--- src/rtl/md_pkg.sv ---
// Shared op codes, FSM state type and op-class helpers for the multiply/divide unit.
package md_pkg;

  localparam logic [3:0] MD_MFHI  = 4'd0;
  localparam logic [3:0] MD_MFLO  = 4'd1;
  localparam logic [3:0] MD_MTHI  = 4'd2;
  localparam logic [3:0] MD_MTLO  = 4'd3;
  localparam logic [3:0] MD_MULTU = 4'd4;
  localparam logic [3:0] MD_DIVU  = 4'd5;
  localparam logic [3:0] MD_MULT  = 4'd6;
  localparam logic [3:0] MD_DIV   = 4'd7;
  localparam logic [3:0] MD_MADD  = 4'd8;
  localparam logic [3:0] MD_MADDU = 4'd9;
  localparam logic [3:0] MD_MSUB  = 4'd10;
  localparam logic [3:0] MD_MSUBU = 4'd11;

  typedef enum logic [2:0] {
    IDLE,
    MUL,
    DIV_PREP,
    DIV_ITER,
    DIV_FIX
  } md_state_t;

  function automatic logic is_signed_op(input logic [3:0] op);
    return (op == MD_MULT) || (op == MD_DIV) || (op == MD_MADD) || (op == MD_MSUB);
  endfunction

  function automatic logic is_acc_op(input logic [3:0] op);
    return (op == MD_MADD) || (op == MD_MADDU) || (op == MD_MSUB) || (op == MD_MSUBU);
  endfunction

endpackage

--- src/rtl/md_div_iter.sv ---
// Unsigned radix-2 restoring divider: one quotient bit per cycle after load,
// done once all WIDTH bits have been produced.
module md_div_iter #(
  parameter int WIDTH = 32
) (
  input  logic             clk,
  input  logic             reset,
  input  logic             load,
  input  logic [WIDTH-1:0] dividend,
  input  logic [WIDTH-1:0] divisor,
  output logic [WIDTH-1:0] quotient,
  output logic [WIDTH-1:0] remainder,
  output logic             done
);

  localparam int CW = $clog2(WIDTH + 1);

  logic [WIDTH-1:0] r_quo;
  logic [WIDTH-1:0] r_rem;
  logic [WIDTH-1:0] r_dvs;
  logic [CW-1:0]    r_cnt;
  logic [WIDTH:0]   w_shift;
  logic [WIDTH:0]   w_diff;

  // The dividend shifts out of r_quo into the partial remainder as quotient bits shift in.
  assign w_shift = {r_rem, r_quo[WIDTH-1]};
  assign w_diff  = w_shift - {1'b0, r_dvs};

  always_ff @(posedge clk or negedge reset) begin
    if (!reset) begin
      r_quo <= '0;
      r_rem <= '0;
      r_dvs <= '0;
      r_cnt <= '0;
    end else if (load) begin
      r_quo <= dividend;
      r_rem <= '0;
      r_dvs <= divisor;
      r_cnt <= CW'(WIDTH);
    end else if (r_cnt != '0) begin
      if (!w_diff[WIDTH]) begin
        r_rem <= w_diff[WIDTH-1:0];
        r_quo <= {r_quo[WIDTH-2:0], 1'b1};
      end else begin
        r_rem <= w_shift[WIDTH-1:0];
        r_quo <= {r_quo[WIDTH-2:0], 1'b0};
      end
      r_cnt <= r_cnt - CW'(1);
    end
  end

  assign quotient  = r_quo;
  assign remainder = r_rem;
  assign done      = (r_cnt == '0);

endmodule

--- src/rtl/md_unit.sv ---
// Multiply/divide unit with HI/LO registers, iterative signed/unsigned divide and flush.
// Define MD_MADD_EN to enable the multiply-accumulate/subtract op codes (8-11).
module md_unit
  import md_pkg::*;
#(
  parameter int WIDTH   = 32,
  parameter int MUL_LAT = 5
) (
  input  logic             clk,
  input  logic             reset,
  input  logic [3:0]       op,
  input  logic             start,
  input  logic             flush,
  input  logic [WIDTH-1:0] a,
  input  logic [WIDTH-1:0] b,
  output logic [WIDTH-1:0] rdata,
  output logic             busy
);

  localparam int CW = $clog2(MUL_LAT + WIDTH + 1);

  md_state_t          r_state;
  logic               r_busy;
  logic [WIDTH-1:0]   r_hi;
  logic [WIDTH-1:0]   r_lo;
  logic [WIDTH-1:0]   r_a;
  logic [WIDTH-1:0]   r_b;
  logic               r_signed;
  logic               r_neg_q;
  logic               r_neg_r;
  logic [2*WIDTH-1:0] r_prod;
  logic [CW-1:0]      r_cnt;
`ifdef MD_MADD_EN
  logic               r_acc;
  logic               r_sub;
`endif

  logic               w_accept;
  logic               w_is_mul;
  logic               w_is_div;
  logic [2*WIDTH-1:0] w_ext_a;
  logic [2*WIDTH-1:0] w_ext_b;
  logic [2*WIDTH-1:0] w_prod;
  logic [2*WIDTH-1:0] w_mul_res;
  logic [WIDTH-1:0]   w_abs_a;
  logic [WIDTH-1:0]   w_abs_b;
  logic [WIDTH-1:0]   w_quo;
  logic [WIDTH-1:0]   w_rem;
  logic               w_div_done;
  logic               w_div_load;

  assign w_accept = start && !r_busy && !flush;
  assign w_is_div = (op == MD_DIVU) || (op == MD_DIV);
`ifdef MD_MADD_EN
  assign w_is_mul = (op == MD_MULTU) || (op == MD_MULT) || is_acc_op(op);
`else
  assign w_is_mul = (op == MD_MULTU) || (op == MD_MULT);
`endif

  // Extending both operands to 2*WIDTH makes the truncated product correct for either signedness.
  assign w_ext_a = is_signed_op(op) ? {{WIDTH{a[WIDTH-1]}}, a} : {{WIDTH{1'b0}}, a};
  assign w_ext_b = is_signed_op(op) ? {{WIDTH{b[WIDTH-1]}}, b} : {{WIDTH{1'b0}}, b};
  assign w_prod  = w_ext_a * w_ext_b;

  // The accumulate path reads HI:LO at completion, so MTHI/MTLO history up to then is honoured.
`ifdef MD_MADD_EN
  assign w_mul_res = !r_acc ? r_prod :
                     r_sub  ? ({r_hi, r_lo} - r_prod) : ({r_hi, r_lo} + r_prod);
`else
  assign w_mul_res = r_prod;
`endif

  assign w_abs_a    = (r_signed && r_a[WIDTH-1]) ? -r_a : r_a;
  assign w_abs_b    = (r_signed && r_b[WIDTH-1]) ? -r_b : r_b;
  assign w_div_load = (r_state == DIV_PREP);

  md_div_iter #(.WIDTH(WIDTH)) u_div (
    .clk       (clk),
    .reset     (reset),
    .load      (w_div_load),
    .dividend  (w_abs_a),
    .divisor   (w_abs_b),
    .quotient  (w_quo),
    .remainder (w_rem),
    .done      (w_div_done)
  );

  always_ff @(posedge clk or negedge reset) begin
    if (!reset) begin
      r_state  <= IDLE;
      r_busy   <= 1'b0;
      r_hi     <= '0;
      r_lo     <= '0;
      r_a      <= '0;
      r_b      <= '0;
      r_signed <= 1'b0;
      r_neg_q  <= 1'b0;
      r_neg_r  <= 1'b0;
      r_prod   <= '0;
      r_cnt    <= '0;
`ifdef MD_MADD_EN
      r_acc    <= 1'b0;
      r_sub    <= 1'b0;
`endif
    end else if (flush && (r_state != IDLE)) begin
      r_state <= IDLE;
      r_busy  <= 1'b0;
    end else begin
      case (r_state)
        IDLE: begin
          if (w_accept) begin
            if (op == MD_MTHI) r_hi <= a;
            if (op == MD_MTLO) r_lo <= a;
            if (w_is_mul) begin
              r_state <= MUL;
              r_busy  <= 1'b1;
              r_cnt   <= CW'(MUL_LAT - 1);
              r_prod  <= w_prod;
`ifdef MD_MADD_EN
              r_acc   <= is_acc_op(op);
              r_sub   <= (op == MD_MSUB) || (op == MD_MSUBU);
`endif
            end else if (w_is_div) begin
              r_state  <= DIV_PREP;
              r_busy   <= 1'b1;
              r_a      <= a;
              r_b      <= b;
              r_signed <= (op == MD_DIV);
            end
          end
        end
        MUL: begin
          if (r_cnt == '0) begin
            {r_hi, r_lo} <= w_mul_res;
            r_state      <= IDLE;
            r_busy       <= 1'b0;
          end else begin
            r_cnt <= r_cnt - CW'(1);
          end
        end
        DIV_PREP: begin
          r_neg_q <= r_signed && (r_a[WIDTH-1] ^ r_b[WIDTH-1]);
          r_neg_r <= r_signed && r_a[WIDTH-1];
          r_cnt   <= CW'(WIDTH - 1);
          r_state <= DIV_ITER;
        end
        DIV_ITER: begin
          if (r_cnt == '0) r_state <= DIV_FIX;
          else             r_cnt   <= r_cnt - CW'(1);
        end
        DIV_FIX: begin
          // Divide by zero returns all-ones / dividend rather than the raw divider output.
          if (r_b == '0) begin
            r_lo <= '1;
            r_hi <= r_a;
          end else if (w_div_done) begin
            r_lo <= r_neg_q ? -w_quo : w_quo;
            r_hi <= r_neg_r ? -w_rem : w_rem;
          end
          r_state <= IDLE;
          r_busy  <= 1'b0;
        end
        default: begin
          r_state <= IDLE;
          r_busy  <= 1'b0;
        end
      endcase
    end
  end

  assign rdata = (op == MD_MFHI) ? r_hi : (op == MD_MFLO) ? r_lo : '0;
  assign busy  = r_busy;

endmodule

--- config.mk ---
export PLATFORM = sky130hd
export DESIGN_NAME = md_unit
export DESIGN_NICKNAME = d
export VERILOG_FILES = /design/src/rtl/md_pkg.sv /design/src/rtl/md_div_iter.sv /design/src/rtl/md_unit.sv
export SDC_FILE = /design/constraint.sdc
export NUM_CORES = 2
export LEC_CHECK = 0
export ABC_CLOCK_PERIOD_IN_PS = 4600
export BUFFER_PORTS_ARGS = -buffer_cell sky130_fd_sc_hd__buf_4
export CORE_ASPECT_RATIO = 0.8
export CORE_MARGIN = 2
export CORE_UTILIZATION = 54
export DETAILED_ROUTE_END_ITERATION = 7
export GPL_TIMING_DRIVEN = 0
export HOLD_SLACK_MARGIN = 0.15
export PLACE_DENSITY = 0.74
export SYNTH_ARGS = -nofsm -noshare
export SYNTH_HDL_FRONTEND = slang
export SYNTH_SLANG_ARGS = --single-unit
--- constraint.sdc ---
create_clock -name clk -period 4.6 [get_ports clk]
set_clock_uncertainty 0.2 [all_clocks]
set_input_delay 0 -clock clk [delete_from_list [all_inputs] [get_ports clk]]
set_output_delay 0 -clock clk [all_outputs]
set_load 0.01 [all_outputs]
Word-level counts from Yosys, hierarchy flattened

Index checks and enable logic that the tools add are counted.

Flip-flop bits (word level): 307
Bits of input ports: 72
Output and inout bits: 33
Word-level logic and storage cells: 129

Add/subtract/negate cells: 7
Multiply operators: 1
Eq/ne operators: 25
Multiplexer cells: 45
Bitwise logic cells: 3
Reductions and logical operators: 33

Operators with widths:

| kind                                                               | number |
|---|---|
| 32-bit two-way mux                                                 | 21 |
| 32-bit one-hot mux with 3 select lines                             | 2 |
| 64-bit two-way mux                                                 | 2 |
| 32-bit negation                                                    | 4 |
| 64-bit by 64-bit multiplier with 64-bit output                     | 1 |
| 33-bit by 32-bit subtractor with 33-bit output                     | 1 |
| 32-bit logical NOT                                                 | 1 |
| 6-bit two-way mux                                                  | 5 |
| 3-bit two-way mux                                                  | 6 |
| 6-bit one-hot mux with 3 select lines                              | 1 |
| 4-bit by 3-bit == test with 1-bit output, second input constant    | 4 |
| 6-bit logical NOT                                                  | 2 |
| 2-bit != test, second input constant                               | 6 |
| 3-bit one-hot mux with 4 select lines                              | 1 |
| 4-bit AND reduction                                                | 3 |
| 6-bit AND reduction                                                | 2 |
| 6-bit by 1-bit subtractor with 6-bit output, second input constant | 2 |
| 5-bit AND reduction                                                | 2 |
| 3-bit != test, second input constant                               | 3 |
| 3-bit nonzero test                                                 | 3 |
| 4-bit by 2-bit == test with 1-bit output, second input constant    | 2 |
| 4-bit == test, second input constant                               | 2 |
| 3-bit by 2-bit == test with 1-bit output, second input constant    | 2 |
| 1-bit logical AND                                                  | 6 |
| 18 further kinds                                                   | 30 |

Logic depth before layout (Yosys ltp)

Word-level depth: 7
Depth in mapped cells: 37
Mapped depth without buffers: 34

Cells and area by module

From an unflattened synthesis, not the netlist that was laid out.

Cells, all modules: 7179
Area, all modules: 65905.7 µm²

By module, submodules not included:

| module      | times used | cells each | area an instance (µm²) | seq. area each (µm²) |
|---|---|---|---|---|
| md_unit     | 1          | 6443       | 59345.7                | 5129.9 |
| md_div_iter | 1          | 736        | 6560.0                 | 2552.4 |

Worst setup path before layout

Ideal clock, no wire load.

Path kind: in2reg
From: input op[3]
To: register r_prod[62]
Setup time: 95 ps
Data arrival time: 8997 ps
Data required time: 4305 ps
Setup slack: -4692 ps
Cell stages on the path: 31
Buffers on the path: 2
Cell sequence: nand2b_1 > o22ai_1 > and2_1 > clkbuf_1 > clkbuf_1 > nand2_1 > fa_1 > inv_1 > fa_1 > fa_1 > inv_1 > fa_1 > fa_1 > inv_1 > fa_1 > fa_1 > fa_1 > fa_1 > inv_1 > fa_1 > inv_1 > ha_1 > nand2_1 > or4_1 > nand3_1 > a2bb2oi_1 > a211oi_1 > o2111ai_1 > a221oi_1 > nor3_1 > o31ai_1

Word-level cells in the longest chain between the ends: 6
Elaborated cells on any way between the ends: 13
Classes of those cells: mul (1); eq/ne (5); mux (2); reduce/logical (5)

Ends and longest elaborated chain:

| element                                                            | line                         | source |
|---|---|---|
| from (decl)                                                        | md_unit.sv:11                | `input logic [3:0] op,` |
| 4-bit by 3-bit == test with 1-bit output, on equally long branches | md_pkg.sv:26, md_unit.sv:57  |  |
| 1-bit logical OR (3 in series)                                     | md_pkg.sv:26                 | `return (op == MD_MULT) \|\| (op == MD_DIV) \|\| (op == MD_MADD) \|\| (op == MD_MSUB);` |
| 64-bit two-way mux, on equally long branches                       | md_unit.sv:61, md_unit.sv:62 |  |
| 64-bit by 64-bit multiplier with 64-bit output                     | md_unit.sv:63                | `assign w_prod = w_ext_a * w_ext_b;` |
| to (signal assigned)                                               | md_unit.sv:118               | `r_prod <= w_prod;` |
| to (decl)                                                          | md_unit.sv:31                | `logic [2*WIDTH-1:0] r_prod;` |

Parallel ways exist; a longest one is shown, timed or not.
A chain may end at the register's enable or synchronous reset.

Worst setup path in the final report

From: input op[3]
To: register r_prod[61]

The elaborated chain is that of the path after synthesis.

==> flow_summary.html <==
<table>
<tr><th>Metric</th><th>Value</th></tr>
<tr><th colspan="2">Status</th></tr>
<tr><td>Status</td><td>complete, but fails checks</td></tr>
<tr><td>Failing checks</td><td>capacitance limit, slew limit, setup timing</td></tr>
<tr><th colspan="2">Worst setup path</th></tr>
<tr><td>Worst-case register-to-register setup slack</td><td>0.11 ns</td></tr>
<tr><td>Crit path required time</td><td>4.88 ns</td></tr>
<tr><td>R2r startpoint</td><td>r_b[6]</td></tr>
<tr><td>Reg2Reg Depth</td><td>12</td></tr>
<tr><td>Type of element capturing the critical path</td><td>flop</td></tr>
<tr><td>Endpoint arrival time on the critical path</td><td>9.32 ns</td></tr>
<tr><td>CP max-delay cell</td><td>sky130_fd_sc_hd__fa_2</td></tr>
<tr><td>Critical Path Fanout Max</td><td>5</td></tr>
<tr><td>Critical path's largest stage delay</td><td>0.64 ns</td></tr>
<tr><td>Worst Setup Start Kind</td><td>input pin</td></tr>
<tr><td>Cell repeated most along the worst path</td><td>sky130_fd_sc_hd__fa_2</td></tr>
<tr><td>Capture instance of the worst register-to-register path</td><td>r_hi[1]</td></tr>
<tr><td>Worst setup path class</td><td>in -&gt; reg</td></tr>
<tr><th colspan="2">Yosys</th></tr>
<tr><td>Area of the mapped netlist</td><td>65,400 um2</td></tr>
<tr><td>Yosys warning total</td><td>0</td></tr>
<tr><td>Top cells by area, synth</td><td>sky130_fd_sc_hd__fa_1 (43%), sky130_fd_sc_hd__dfrtp_1 (12%), sky130_fd_sc_hd__inv_1 (9.2%), sky130_fd_sc_hd__ha_1 (6.9%), sky130_fd_sc_hd__nand2_1 (6.0%)</td></tr>
<tr><td>Top-area cell type share of the netlist area</td><td>43.2%</td></tr>
<tr><td>Number of storage elements in the synthesis netlist</td><td>307</td></tr>
<tr><td>Largest area contributor in the synthesized netlist</td><td>sky130_fd_sc_hd__fa_1</td></tr>
<tr><td>Total nets after synthesis</td><td>9,032</td></tr>
<tr><td>Prevailing post-synth register cell</td><td>sky130_fd_sc_hd__dfrtp_1</td></tr>
<tr><td>Commonest cells in the synthesized netlist</td><td>sky130_fd_sc_hd__inv_1 (1,601), sky130_fd_sc_hd__fa_1 (1,413), sky130_fd_sc_hd__nand2_1 (1,040), sky130_fd_sc_hd__clkbuf_1 (378), sky130_fd_sc_hd__ha_1 (359)</td></tr>
<tr><td>Number of flops mapped to enable cells by yosys</td><td>0</td></tr>
<tr><td>Post-synthesis async set-or-reset flop share</td><td>100%</td></tr>
<tr><td>Synthesized area per cell</td><td>9.10 um2</td></tr>
<tr><td>Synthesized instance count</td><td>7,188</td></tr>
<tr><td>Library cell with the highest instance count after synthesis</td><td>sky130_fd_sc_hd__inv_1</td></tr>
<tr><td>Number of distinct library cells after synthesis</td><td>76</td></tr>
<tr><td>Sequential area share after synthesis</td><td>11.7%</td></tr>
<tr><th colspan="2">Hold path</th></tr>
<tr><td>Worst Hold Path EP</td><td>r_b[18]</td></tr>
<tr><td>Hold Path Depth</td><td>3</td></tr>
<tr><td>Tightest Hold Check Type</td><td>in -&gt; reg</td></tr>
<tr><td>Start point of the worst hold path</td><td>b[18]</td></tr>
<tr><th colspan="2">Timing</th></tr>
<tr><td>Timing-limited maximum frequency</td><td>111 MHz</td></tr>
<tr><td>Fin Setup TNS</td><td>-183.89 ns</td></tr>
<tr><td>Clock period minus worst slack</td><td>9.04 ns</td></tr>
<tr><td>Final hold violation count</td><td>0</td></tr>
<tr><td>Worst slew margin relative to its limit</td><td>-6.60%</td></tr>
<tr><td>Worst-Margin Slew</td><td>1.59 ns</td></tr>
<tr><td>Setup repair after global routing missed its margin</td><td>true</td></tr>
<tr><td>Period Utilization, post-route</td><td>197%</td></tr>
<tr><td>Final setup fails</td><td>57</td></tr>
<tr><td>PnR worst setup slack</td><td>-4.44 ns</td></tr>
<tr><td>Max-slew violations</td><td>11</td></tr>
<tr><th colspan="2">Clock tree</th></tr>
<tr><td>Number of H-tree branching levels</td><td>1</td></tr>
<tr><td>Clock Tree Root</td><td>sky130_fd_sc_hd__clkbuf_16</td></tr>
<tr><td>Num CTS Buffers</td><td>29</td></tr>
<tr><td>Clk slew on worst S/H paths</td><td>0.07 ns</td></tr>
<tr><td>Clock tree from TritonCTS</td><td>built</td></tr>
<tr><td>Buffer depth of the longest clock path</td><td>3</td></tr>
<tr><td>Worst-skew pair later-pin latency</td><td>0.63 ns</td></tr>
<tr><td>Sinks on Clock Net</td><td>307</td></tr>
<tr><th colspan="2">Detailed routing</th></tr>
<tr><td>Length of the first detailed-routing pass in iterations</td><td>6</td></tr>
<tr><td>Post-route ant nets</td><td>0</td></tr>
<tr><td>Average wire length per cell after detail routing</td><td>30.6 um</td></tr>
<tr><td>Number of violations reported at the end of detailed-routing iteration 0</td><td>7,002</td></tr>
<tr><td>Final wirelength</td><td>283,000 um</td></tr>
<tr><td>Number of vias in the routed layout</td><td>56,167</td></tr>
<tr><td>Number of DRC violations after detailed routing</td><td>0</td></tr>
<tr><td>Via count normalized by instance count</td><td>6.07</td></tr>
<tr><th colspan="2">Cells and area</th></tr>
<tr><td>Fraction of final layout cells with drive strength greater than 1</td><td>14.7%</td></tr>
<tr><td>Net count of the finished layout</td><td>9,407</td></tr>
<tr><td>Layout-stage area growth over the synthesis result</td><td>18.1%</td></tr>
<tr><td>Count of fill cells added during filler insertion</td><td>10,009</td></tr>
<tr><th colspan="2">Placement</th></tr>
<tr><td>Final HPWL from detailed placement</td><td>226,000 um</td></tr>
<tr><td>Routability congestion estimate from global placement</td><td>1.08</td></tr>
<tr><td>Quantity of I/O buffers inserted on ports</td><td>64</td></tr>
<tr><th colspan="2">Floorplanning</th></tr>
<tr><td>Die boundary height</td><td>315 um</td></tr>
<tr><td>Io pins</td><td>105</td></tr>
<tr><td>Initial cell density of the core</td><td>54.3%</td></tr>
<tr><td>Full die area</td><td>124,000 um2</td></tr>
<tr><td>X dimension of the die</td><td>393 um</td></tr>
<tr><td>Placement Rows</td><td>114</td></tr>
<tr><td>Core Footprint</td><td>121,000 um2</td></tr>
<tr><th colspan="2">Run</th></tr>
<tr><td>Maximum capacitance violations</td><td>1</td></tr>
<tr><th colspan="2">GRT</th></tr>
<tr><td>First-pass GRT wire length</td><td>400,000 um</td></tr>
<tr><td>Global-route usage over all layers</td><td>46.2%</td></tr>
<tr><td>Total grt overflow</td><td>0</td></tr>
<tr><td>Largest net degree at the start of global routing</td><td>118</td></tr>
<tr><td>Antenna violations before repair</td><td>44</td></tr>
<tr><td>Via count of the first global-routing pass</td><td>55,896</td></tr>
</table>
[per-stage QoR]
| stage | util (%) | cells | hold slack (ns) | area (um2) | setup slack (ns) |
|---|---|---|---|---|---|
| floorplan | - | 7188 | -0.496 | 67600 | -3.88 |
| global placement | 58.2 | 8876 | 0.157 | 70100 | -6.42 |
| detailed placement | 58.3 | 8879 | -0.0579 | 70200 | -6.51 |
| CTS | 62.6 | 9138 | 0.152 | 75500 | -4.24 |
| global route | 64.0 | 9211 | 0.170 | 77200 | -4.55 |
| finish | 64.1 | 9247 | 0.164 | 77200 | -4.44 |
[registers in the layout (all words and copies together) (netlist names)]
name,count
u_div.r_dvs,32
r_signed,1
r_cnt,6
r_lo,32
r_prod,64
u_div.quotient,32
u_div.remainder,32
busy,1
r_b,32
r_state,3
r_neg_r,1
r_a,32
r_neg_q,1
r_hi,32
u_div.r_cnt,6
[layout by cell type (no fill, tap or decap), drive strengths merged, types with 56 or more instances in the layout]
cell type and instances:
ha 359, nor3 57, o21ai 215, nand3 56
fa 1413, mux2 67, dlygate4sd3 92, xor2 113
a21o 60, a221oi 65, nand2 1040, nor2 236
dfrtp 307, buf 315, a21oi 234, clkbuf 372
xnor2 154, inv 1600, and2 343
[cells by family (layout without fill, tap and decap cells)]
kind of cell	after synthesis	count (layout)	synth area share [%]
mux	89	89	1.49
simple gates	1909	1909	13.3
buf+inv	1999	2394	11.5
xor+xnor	267	267	3.57
other cells	0	40	0
flops	307	307	11.7
compound gates	844	844	8.26
fa+ha+maj	1773	1773	50.1
[per-layer routing]
| layer | track usage, % | wire length (um) | up-vias | share of wire (%) |
|---|---|---|---|---|
| met5 | 0 | 86 | - | 0.030 |
| met2 | 61.8 | 113000 | 4069 | 40 |
| li1 | - | - | 22597 | - |
| met3 | 19.4 | 42400 | 852 | 15 |
| met4 | 26.9 | 20600 | 14 | 7.3 |
| met1 | 62.6 | 107000 | 28635 | 38 |
[worst max path at each step]
stage / start / endpoint / slack [ns] / depth (start not counted)
2_1_floorplan: op[0] / r_prod[62] / -3.88 / 33
3_3_place_gp: op[3] / r_prod[63] / -6.42 / 35
3_5_place_dp: op[3] / r_prod[63] / -6.51 / 31
4_1_cts: op[3] / r_prod[59] / -4.24 / 37
5_1_grt: op[3] / r_prod[62] / -4.55 / 35
6_report: op[3] / r_prod[61] / -4.44 / 35
[repair_timing]
item | in CTS | in global routing
buffers inserted | 118 | 76
gates cloned | 1 | 0
pin swaps | 158 | 168
gates resized for setup | 516 | 341
endpoints found under the setup margin | 61 | 131
hold endpoints to repair | 339 | 5
hold buffers | 94 | 2
[critical path: cells and delay by family]
kind / cells / cell delay [ns]
fa+ha+maj: 11 / 5.65
compound gates: 7 / 1.31
buf+inv: 11 / 1.22
simple gates: 5 / 0.88
xor+xnor: 1 / 0.22
[layout make-up]
cell class / count / area, um2 / share of cell area [%]
multi-input cells: 4882 / 52700 / 68.2
flip-flops and latches: 307 / 7680 / 9.95
inverters: 1601 / 6040 / 7.82
plain buffers: 390 / 4450 / 5.76
repair buffers: 352 / 3360 / 4.35
well taps: 1624 / 2030 / 2.63
clock buffers: 38 / 800 / 1.04
clock inverters: 13 / 121 / 0.157
diodes: 40 / 100 / 0.130
Power is left out: the tool's default activity adds up to more than one toggle a clock period on the data nets, which glitch-free logic cannot reach.
